$ cat src/rtl/bc_pkg.sv
// Shared types and constants for the polynomial control block: FSM states,
// mux select encodings, ALU opcodes and the per-state control decode.
package bc_pkg;

  localparam int CNT_W = 4;

  typedef enum logic [2:0] {
    IDLE = 3'd0,
    LOAD = 3'd1,
    MUL1 = 3'd2,
    ADD1 = 3'd3,
    MUL2 = 3'd4,
    ADD2 = 3'd5,
    DONE = 3'd6
  } state_t;

  // M0 (coefficient mux)
  localparam logic [1:0] SEL_ZERO = 2'd0;
  localparam logic [1:0] SEL_A    = 2'd1;
  localparam logic [1:0] SEL_B    = 2'd2;
  localparam logic [1:0] SEL_C    = 2'd3;

  // M1 (ALU operand 1)
  localparam logic [1:0] SEL_M0   = 2'd0;
  localparam logic [1:0] SEL_R0   = 2'd1;
  localparam logic [1:0] SEL_R1   = 2'd2;
  localparam logic [1:0] SEL_R2   = 2'd3;

  // M2 (ALU operand 2) orders R0 and the coefficient the other way round
  localparam logic [1:0] SEL2_R0  = 2'd0;
  localparam logic [1:0] SEL2_M0  = 2'd1;
  localparam logic [1:0] SEL2_R1  = 2'd2;
  localparam logic [1:0] SEL2_R2  = 2'd3;

  localparam logic OP_ADD = 1'b0;
  localparam logic OP_MUL = 1'b1;

  typedef struct packed {
    logic [1:0] m0;
    logic [1:0] m1;
    logic [1:0] m2;
    logic       h;
    logic       lx;
    logic       lh;
    logic       ls;
  } ctrl_t;

  // Selects are held for the whole step; load strobes only on its last cycle.
  function automatic ctrl_t step_ctrl(input state_t s, input logic last);
    ctrl_t c;
    c = '0;
    case (s)
      LOAD: c.lx = last;
      MUL1: begin
        c.m0 = SEL_A;    c.m1 = SEL_M0; c.m2 = SEL2_R0; c.h = OP_MUL; c.lh = last;
      end
      ADD1: begin
        c.m0 = SEL_B;    c.m1 = SEL_R1; c.m2 = SEL2_M0; c.h = OP_ADD; c.lh = last;
      end
      MUL2: begin
        c.m0 = SEL_ZERO; c.m1 = SEL_R1; c.m2 = SEL2_R0; c.h = OP_MUL; c.lh = last;
      end
      ADD2: begin
        c.m0 = SEL_C;    c.m1 = SEL_R1; c.m2 = SEL2_M0; c.h = OP_ADD; c.ls = last;
      end
      default: c = '0;
    endcase
    return c;
  endfunction

endpackage

$ cat src/rtl/bc_contador_passo.sv
// Step counter: counts 0..STEP_CYCLES-1 while enabled and flags the last
// cycle of the current sequence step.
module bc_contador_passo
  import bc_pkg::*;
#(
  parameter int STEP_CYCLES = 1
) (
  input  logic clk,
  input  logic rst,
  input  logic clear,
  input  logic enable,
  output logic last
);

  logic [CNT_W-1:0] count_q;
  logic [CNT_W-1:0] count_d;

  always_comb begin
    count_d = count_q;
    if (clear) begin
      count_d = '0;
    end else if (enable) begin
      count_d = count_q + CNT_W'(1);
    end
  end

  always_ff @(posedge clk) begin
    if (!rst) begin
      count_q <= '0;
    end else begin
      count_q <= count_d;
    end
  end

  assign last = (count_q == CNT_W'(STEP_CYCLES - 1));

endmodule

$ cat src/rtl/bloco_controle.sv
// Control block sequencing the 16-bit datapath through a Horner evaluation
// of y = A*x^2 + B*x + C. Moore FSM; outputs depend on state and step count only.
module bloco_controle
  import bc_pkg::*;
#(
  parameter int STEP_CYCLES = 1
) (
  input  logic       clk,
  input  logic       rst,
  input  logic       start,
  output logic       busy,
  output logic       done,
  output logic [1:0] M0,
  output logic [1:0] M1,
  output logic [1:0] M2,
  output logic       LX,
  output logic       LH,
  output logic       LS,
  output logic       H
);

  state_t state_q;
  state_t state_d;
  logic   last;
  logic   counting;
  ctrl_t  ctrl;

  assign counting = state_q inside {LOAD, MUL1, ADD1, MUL2, ADD2};

  // Counter clears outside timed steps and on the edge that advances a step.
  bc_contador_passo #(
    .STEP_CYCLES(STEP_CYCLES)
  ) u_passo (
    .clk   (clk),
    .rst   (rst),
    .clear (!counting || last),
    .enable(counting),
    .last  (last)
  );

  always_ff @(posedge clk) begin
    if (!rst) begin
      state_q <= IDLE;
    end else begin
      state_q <= state_d;
    end
  end

  always_comb begin
    state_d = state_q;
    case (state_q)
      IDLE:    if (start) state_d = LOAD;
      LOAD:    if (last)  state_d = MUL1;
      MUL1:    if (last)  state_d = ADD1;
      ADD1:    if (last)  state_d = MUL2;
      MUL2:    if (last)  state_d = ADD2;
      ADD2:    if (last)  state_d = DONE;
      DONE:    state_d = IDLE;
      default: state_d = IDLE;
    endcase
  end

  always_comb begin
    ctrl = step_ctrl(state_q, last);
    M0   = ctrl.m0;
    M1   = ctrl.m1;
    M2   = ctrl.m2;
    H    = ctrl.h;
    LX   = ctrl.lx;
    LH   = ctrl.lh;
    LS   = ctrl.ls;
    busy = counting || (state_q == DONE);
    done = (state_q == DONE);
  end

endmodule

$ cat config.mk
export PLATFORM = sky130hd
export DESIGN_NAME = bloco_controle
export DESIGN_NICKNAME = d
export VERILOG_FILES = /design/src/rtl/bc_pkg.sv /design/src/rtl/bc_contador_passo.sv /design/src/rtl/bloco_controle.sv
export SDC_FILE = /design/constraint.sdc
export NUM_CORES = 1
export LEC_CHECK = 0
export BUFFER_PORTS_ARGS = -buffer_cell sky130_fd_sc_hd__buf_2
export CAP_MARGIN = 10
export CORE_AREA = 4 4 41 43
export DETAILED_ROUTE_END_ITERATION = 7
export DIE_AREA = 0 0 45 47
export GPL_ROUTABILITY_DRIVEN = 0
export GPL_TIMING_DRIVEN = 1
export PLACE_DENSITY = 0.67
export SKIP_CTS_REPAIR_TIMING = 1
export SYNTH_ARGS = -nofsm -noshare
export SYNTH_HDL_FRONTEND = slang
export SYNTH_SLANG_ARGS = --single-unit
$ cat constraint.sdc
create_clock -name clk -period 4.25 [get_ports clk]
set_clock_uncertainty 0.05 [all_clocks]
set_input_delay 0.85 -clock clk [delete_from_list [all_inputs] [get_ports clk]]
set_output_delay 0.85 -clock clk [all_outputs]
set_load 0.02 [all_outputs]
* Word-level counts from Yosys, hierarchy flattened
Cells that the tools add are included.
** Word-level totals
- Bits in registers :: 7
- Input bits :: 3
- Output and inout port bits :: 12
- Word-level logic and storage cells :: 36
** Operators by class
- Add/subtract/negate cells :: 1
- Equality and inequality tests :: 12
- Multiplexer cells :: 11
- Bitwise logic cells :: 1
- Reductions and logical operators :: 9
** Operators by type and width (count)
- 7-bit one-hot mux with 4 select lines :: 1
- 3-bit 2-to-1 mux :: 6
- 3-bit one-hot mux with 6 select lines :: 1
- 2-bit != test, second input constant :: 6
- 3-bit equality test, second input constant :: 3
- 3-bit by 2-bit equality test with 1-bit output, second input constant :: 2
- 6-bit AND reduction :: 1
- 5-bit nonzero test :: 1
- 4-bit by 1-bit adder with 4-bit output, second input constant :: 1
- 4-bit zero test :: 1
- 3-bit by 1-bit equality test with 1-bit output, second input constant :: 1
- 3-bit zero test :: 1
- 1-bit 2-to-1 mux :: 3
- 3-bit OR reduction :: 1
- 1-bit logical OR :: 2
- 2-bit OR reduction :: 1
- 1-bit zero test :: 1
- 1-bit NOT :: 1

* Logic depth before layout (Yosys ltp)
Gate-level depths: netlist of the first run.
- Word-level depth :: 5
- Depth in mapped cells :: 5
- Mapped depth without buffers :: 5

* By module
Synthesis of the first run repeated with hierarchy kept, for this count alone.
** Unflattened totals
- Cell total of the unflattened synthesis :: 60
- Area total of the unflattened synthesis :: 491.7 um2
** Modules (own cells, without submodules)
- bloco_controle :: times used 1, cells each 39, area an instance 282.8 um2, seq. area each 60.1 um2
- bc_contador_passo :: times used 1, cells each 21, area an instance 209.0 um2, seq. area each 80.1 um2

* Worst setup path after synthesis of the first run
Ideal clock, no wire load.
- Path type :: register to output
- From :: register state_q[1]
- To :: output H
- Arrival :: 1373 ps
- Data required time :: 3350 ps
- Slack :: 1977 ps
- Stages on the path, launching flop included :: 5
- Path buffers :: 1
- Cell sequence :: dfxtp_1 buf_6 inv_1 ha_1 nor3b_1
** Between the ends
- Longest elaborated chain between the ends :: 2
- Elaborated cells on any way between the ends :: 5
- Classes of those cells :: eq/ne (4); mux (1)
** Ends and longest elaborated chain
- start: declaration :: RTL line bloco_controle.sv:22 : state_t state_q;
- start signal: assignment :: RTL line bloco_controle.sv:45 : state_q <= state_d;
- 3-bit equality test or 3-bit by 2-bit equality test with 1-bit output (tied branches) :: RTL line bc_pkg.sv:52 : case (s)
- 7-bit one-hot mux with 4 select lines * :: RTL line bc_pkg.sv:52
- end: declaration :: RTL line bloco_controle.sv:19 : output logic H
Mark *: on every way between the ends. The rest lies on a longest branch, timed or not.

* Worst setup path in the final report of the first run
Ends and elaborated chain as after synthesis.

==> flow_summary.json, run 1 <==
{
  "via_per_inst": 5.12,
  "ys_seq_elements": 7,
  "p_seq_share_pct": 34.5,
  "synth.largest_area_cell": "dfxtp_1",
  "dp_hpwl_um": 784,
  "min_period_ns": 2.52,
  "setup_viol": 0,
  "grt_remaining_overflow": 0,
  "die_area_um2": 2120,
  "sw_frac_of_total_pct": 40.9,
  "end_kind": "primary output",
  "cts.sinks": 7,
  "finalHoldViolations": 0,
  "hold_depth": 1,
  "synth_seq_area_share_pct": 24.3,
  "antenna_left": 0,
  "arrival_ns": 1.62,
  "die_h_um": 47,
  "syn_area_per_cell_um2": 8.22,
  "period_share_pct": 59.2,
  "path_clk_slew_ns": 0.05,
  "drv_slew": 0,
  "path_max_fanout": 11,
  "power_uw": 260,
  "clockBufferDepth": 2,
  "critPathMaxStageDelay_ns": 0.52,
  "synthTopCellsByArea": "dfxtp_1 24%, ha_1 11%, buf_4 5.2%",
  "start_kind": "register",
  "antenna_found_initial": 0,
  "ff2ff_setup_slack_ns": 2.87,
  "clock_latency_ns": 0.25,
  "synthDistinctLibCells": 35,
  "fin_tns_setup_ns": 0,
  "hp-class": "reg -> reg",
  "netlist_area_um2": 576,
  "synthTopCellsByCount": "8 x nor2_1, 7 x dfxtp_1, 6 x inv_1, 5 x ha_1, 4 x buf_4",
  "fillers": 130,
  "layout-drive-gt1-share_pct": 25.0,
  "gr-usage-all-layers_pct": 11.1,
  "htree_levels": 1,
  "syn2layout_area_growth_pct": 9.13,
  "diodes": 0,
  "synthMostInstantiatedCell": "nor2_1",
  "worst-setup-path-type": "reg -> out",
  "rows": 13,
  "grt_max_degree": 16,
  "drt-initial-drc-count": 11,
  "detail_route.first_pass.iterations": 4,
  "io_buffers": 12,
  "cts-root-buf": "clkbuf_4",
  "r2r_cells": 4,
  "cap_viol_max_count": 0,
  "wl_met2_um": 441,
  "async_flop_share_pct": 0,
  "p_clk_share_pct": 23.0,
  "reg2reg_from": "state_q[1]$_SDFFE_PN0P_",
  "drt-total-wl_um": 1000,
  "start_util_pct": 44.2,
  "cts_made_buffers": 3,
  "power.switching_uw": 106,
  "boundaryPins": 15,
  "drt-met1-wl_um": 449,
  "drc": 0,
  "min_to": "u_passo.count_q[0]$_SDFFE_PP0P_",
  "grt_pass1_vias": 419,
  "p_int_uw": 154,
  "cts_tree": "built",
  "grt_pass1_wl_um": 1690,
  "core_area_um2": 1300,
  "synthCells": 70,
  "routedWlPerCell_um": 10.5,
  "power_frac_comb_pct": 42.4,
  "worstReg2RegEnd": "state_q[2]$_SDFFE_PN0P_",
  "top_layer": "met3",
  "vias": 486,
  "ir_drop_v": 0.000157,
  "synth_edf_count": 0,
  "die_w_um": 45,
  "dr_wl_met3_um": 111,
  "cp_data_required_time_ns": 3.35,
  "cellPowerDensity_nw_per_um2": 414,
  "fin_nets": 89,
  "synth_warnings": 0,
  "synth_flop_cell": "dfxtp_1",
  "critPathSlowestCell": "dfxtp_1",
  "synth_top_area_share_pct": 24.3,
  "worstPathCellList": "inv_1 -> ha_1 -> nor3b_1 -> buf_2",
  "fin_hold_ws_ns": 0.412,
  "outcome": "completed",
  "cellLeakagePower_nw": 0.304,
  "timing.fmax_mhz": 397,
  "rsz0062_at_grt": "no",
  "worstHoldStart": "u_passo.count_q[0]$_SDFFE_PP0P_"
}
-- per-layer routing --
metal | GRT usage, % | vias up
li1 | - | 253
met1 | 14.2 | 212
met2 | 16.7 | 21
met3 | 6.13 | 0
met4 | 1.75 | 0
met5 | 0 | -
-- flip-flops by register name, summed over array words and instances, names as in the netlist --
name             count
u_passo.count_q      4
state_q              3
-- power groups by stage --
stage	registers, mW	logic (mW)	clock network (mW)
floorplan	0.0779	0.110	0
global placement	0.0907	0.111	0
detailed placement	0.0911	0.111	0
CTS	0.0897	0.111	0.0627
global route	0.0926	0.123	0.0663
finish	0.0899	0.110	0.0599
-- stage by stage --
stage / cell area (um^2) / std cells / setup slack, ns / utilization (%)
after CTS: 628 / 95 / 1.72 / 48.3
after global routing: 628 / 95 / 1.55 / 48.3
after floorplan: 579 / 71 / 1.98 / -
after detailed placement: 601 / 91 / 2.01 / 46.2
final: 628 / 95 / 1.73 / 48.3
after global placement: 601 / 91 / 2.05 / 46.2
-- how the worst max path moves through the flow --
stage,from,endpoint,cells past startpoint
after floorplan,state_q[1]$_SDFFE_PN0P_,H,4
after global placement,state_q[1]$_SDFFE_PN0P_,H,4
after detailed placement,state_q[1]$_SDFFE_PN0P_,H,4
after CTS,state_q[1]$_SDFFE_PN0P_,H,4
after global routing,state_q[1]$_SDFFE_PN0P_,H,4
final,state_q[1]$_SDFFE_PN0P_,H,4
-- area by class of cell --
type | count | area (um^2) | share of cell area, %
inverters | 6 | 22.5 | 3.59
well taps | 15 | 18.8 | 2.99
clock buffers | 3 | 22.5 | 3.59
multi-input cells | 51 | 359 | 57.2
flip-flops and latches | 7 | 140 | 22.3
clock inverters | 1 | 5.00 | 0.797
repair buffers | 12 | 60.1 | 9.56
-- worst max-delay path: cells and delay by family (launching register included) --
| kind | cells | cell delay, ns |
|---|---|---|
| flops | 1 | 0.52 |
| buf+inv | 2 | 0.34 |
| fa+ha+maj | 1 | 0.33 |
| simple gates | 1 | 0.17 |
-- logic make-up after synthesis --
kind of cell    Yosys count  share of synthesized area [%]
fa+ha+maj                 5                           10.9
flops                     7                           24.3
other cells               1                          0.652
compound gates           11                           14.1
simple gates             29                           29.8
buf+inv                  13                           13.9
xor+xnor                  3                           4.57
mux                       1                           1.74
-- layout by cell type, fill, tap and decap left out, types with 2 or more instances in the layout --
cell,instances
nand4_1,2
buf_2,12
inv_1,6
dfxtp_1,7
conb_1,2
clkbuf_4,3
nor2_1,8
nor2b_1,3
ha_1,5
nand2_1,2
xor2_1,2
and3_1,2
nand3_1,3
a21oi_1,2
Note: power is estimated with default switching activity, not from simulation.
==> run 2: changes to the inputs <==
Clock period 4.25 ns to 2.6 ns, I/O delays scaled along.
==> run 2 against run 1 <==
- die area is the same
- first-iteration DRC count decreased by 55%
- worst setup slack worse by 1.3 ns
- highest routed layer unchanged
- largest cell class unchanged
- hold slack better by 0.0021 ns
- sequential power up 64%
- cell area unchanged
==> flow_summary.json, run 2 (synthesis gave the netlist of run 1 again) <==
{
  "outcome": "completed",
  "cellLeakagePower_nw": 0.304,
  "grt_pass1_wl_um": 1770,
  "largest-register": "u_passo.count_q",
  "core_area_um2": 1300,
  "path_max_fanout": 11,
  "critPathMaxStageDelay_ns": 0.52,
  "cellPowerDensity_nw_per_um2": 676,
  "detail_route.first_pass.iterations": 2,
  "hp-class": "reg -> reg",
  "setup_ws_ns": 0.415,
  "diodes": 0,
  "dpl_worst_slack_ns": 0.683,
  "fin_tns_setup_ns": 0,
  "layout-drive-gt1-share_pct": 25.0,
  "ff2ff_setup_slack_ns": 1.20,
  "instances_no_fill": 95,
  "grt_remaining_overflow": 0,
  "grt_pass1_vias": 423,
  "ir_drop_v": 0.000229,
  "drt-total-wl_um": 1020,
  "clockBufferDepth": 2,
  "io_buffers": 12,
  "mostFrequentLayoutCell": "buf_2",
  "gr-usage-all-layers_pct": 11.8,
  "r2r_cells": 5,
  "place_inst": 91,
  "worst-setup-path-type": "reg -> out",
  "crit_start": "state_q[1]$_SDFFE_PN0P_",
  "routedWlPerCell_um": 10.8,
  "rows": 13,
  "worstReg2RegEnd": "state_q[1]$_SDFFE_PN0P_",
  "period_share_pct": 84.0,
  "start_kind": "register",
  "finalHoldViolations": 0,
  "antenna_left": 0,
  "fillers": 134,
  "hold_depth": 1,
  "die_h_um": 47,
  "drt-initial-drc-count": 5,
  "cts-root-buf": "clkbuf_4",
  "largest_reg_flops": 4,
  "path_clk_slew_ns": 0.05,
  "top_regs": "u_passo.count_q x4, state_q x3",
  "worstPathCellList": "inv_1 -> ha_1 -> nor3b_1 -> buf_2",
  "antenna_found_initial": 0,
  "clock_latency_ns": 0.25,
  "die_area_um2": 2120,
  "syn2layout_area_growth_pct": 9.13,
  "end_kind": "primary output",
  "cts_tree": "built",
  "worst_path_dominant_cell_family": "flip-flops",
  "start_util_pct": 44.2,
  "cts_made_buffers": 3,
  "rsz0062_at_grt": "no",
  "final_util_pct": 48.3,
  "arrival_ns": 1.62,
  "drc": 0,
  "cts.sinks": 7,
  "via_per_inst": 4.97,
  "vias": 472,
  "min_to": "u_passo.count_q[0]$_SDFFE_PP0P_",
  "die_w_um": 45,
  "critPathSlowestCell": "dfxtp_1",
  "layout_common_cells": "12 x buf_2, 8 x nor2_1, 7 x dfxtp_1",
  "htree_levels": 1,
  "drv_slew": 0,
  "cap_viol_max_count": 0,
  "worstHoldStart": "u_passo.count_q[0]$_SDFFE_PP0P_",
  "setup_viol": 0,
  "min_period_ns": 2.19,
  "power_uw": 424,
  "worst-path-buf-inv": 2,
  "boundaryPins": 15,
  "cp_data_required_time_ns": 2.03,
  "grt_max_degree": 16,
  "timing.fmax_mhz": 458,
  "fin_nets": 89,
  "dp_hpwl_um": 802,
  "reg2reg_from": "u_passo.count_q[0]$_SDFFE_PP0P_"
}
==> run 2: cell counts in the layout (fill, tap and decap cells not counted) <==
No cell type changed its count.
==> run 2: metrics by stage <==
step                      hold slack, ns  instance area [um^2]
after global placement             0.402                   601
after CTS                          0.420                   628
after global routing               0.464                   628
after detailed placement           0.407                   601
after floorplan                    0.380                   579
final                              0.414                   628
==> run 2: how the worst max path moves through the flow <==
stage / depth (start not counted) / slack [ns] / endpoint
floorplan: 4 / 0.66 / H
global placement: 4 / 0.73 / H
detailed placement: 4 / 0.68 / H
CTS: 4 / 0.39 / H
global route: 4 / 0.29 / H
finish: 4 / 0.41 / H
==> run 2: report_power, final <==
part | total, mW | internal, mW | switching [mW]
combinational | 0.181 | 0.0778 | 0.103
sequential | 0.147 | 0.117 | 0.0294
clock | 0.0961 | 0.0561 | 0.0400
total | 0.424 | 0.251 | 0.173
==> run 2: layout make-up <==
cell class                 count  area (um^2)  area share, %
tap                           15         18.8           2.99
inverter                       6         22.5           3.59
sequential                     7          140           22.3
timing repair buffer          12         60.1           9.56
clock buffer                   3         22.5           3.59
clock inverter                 1         5.00          0.797
multi-input combinational     51          359           57.2
==> run 2: routing by layer <==
metal | part of all wire (%) | routed length (um) | global-route usage [%]
met5 | 0 | 0 | 0
met4 | 0 | 0 | 1.75
met3 | 9.2 | 94 | 6.90
met2 | 43 | 444 | 17.5
met1 | 47 | 485 | 15.1
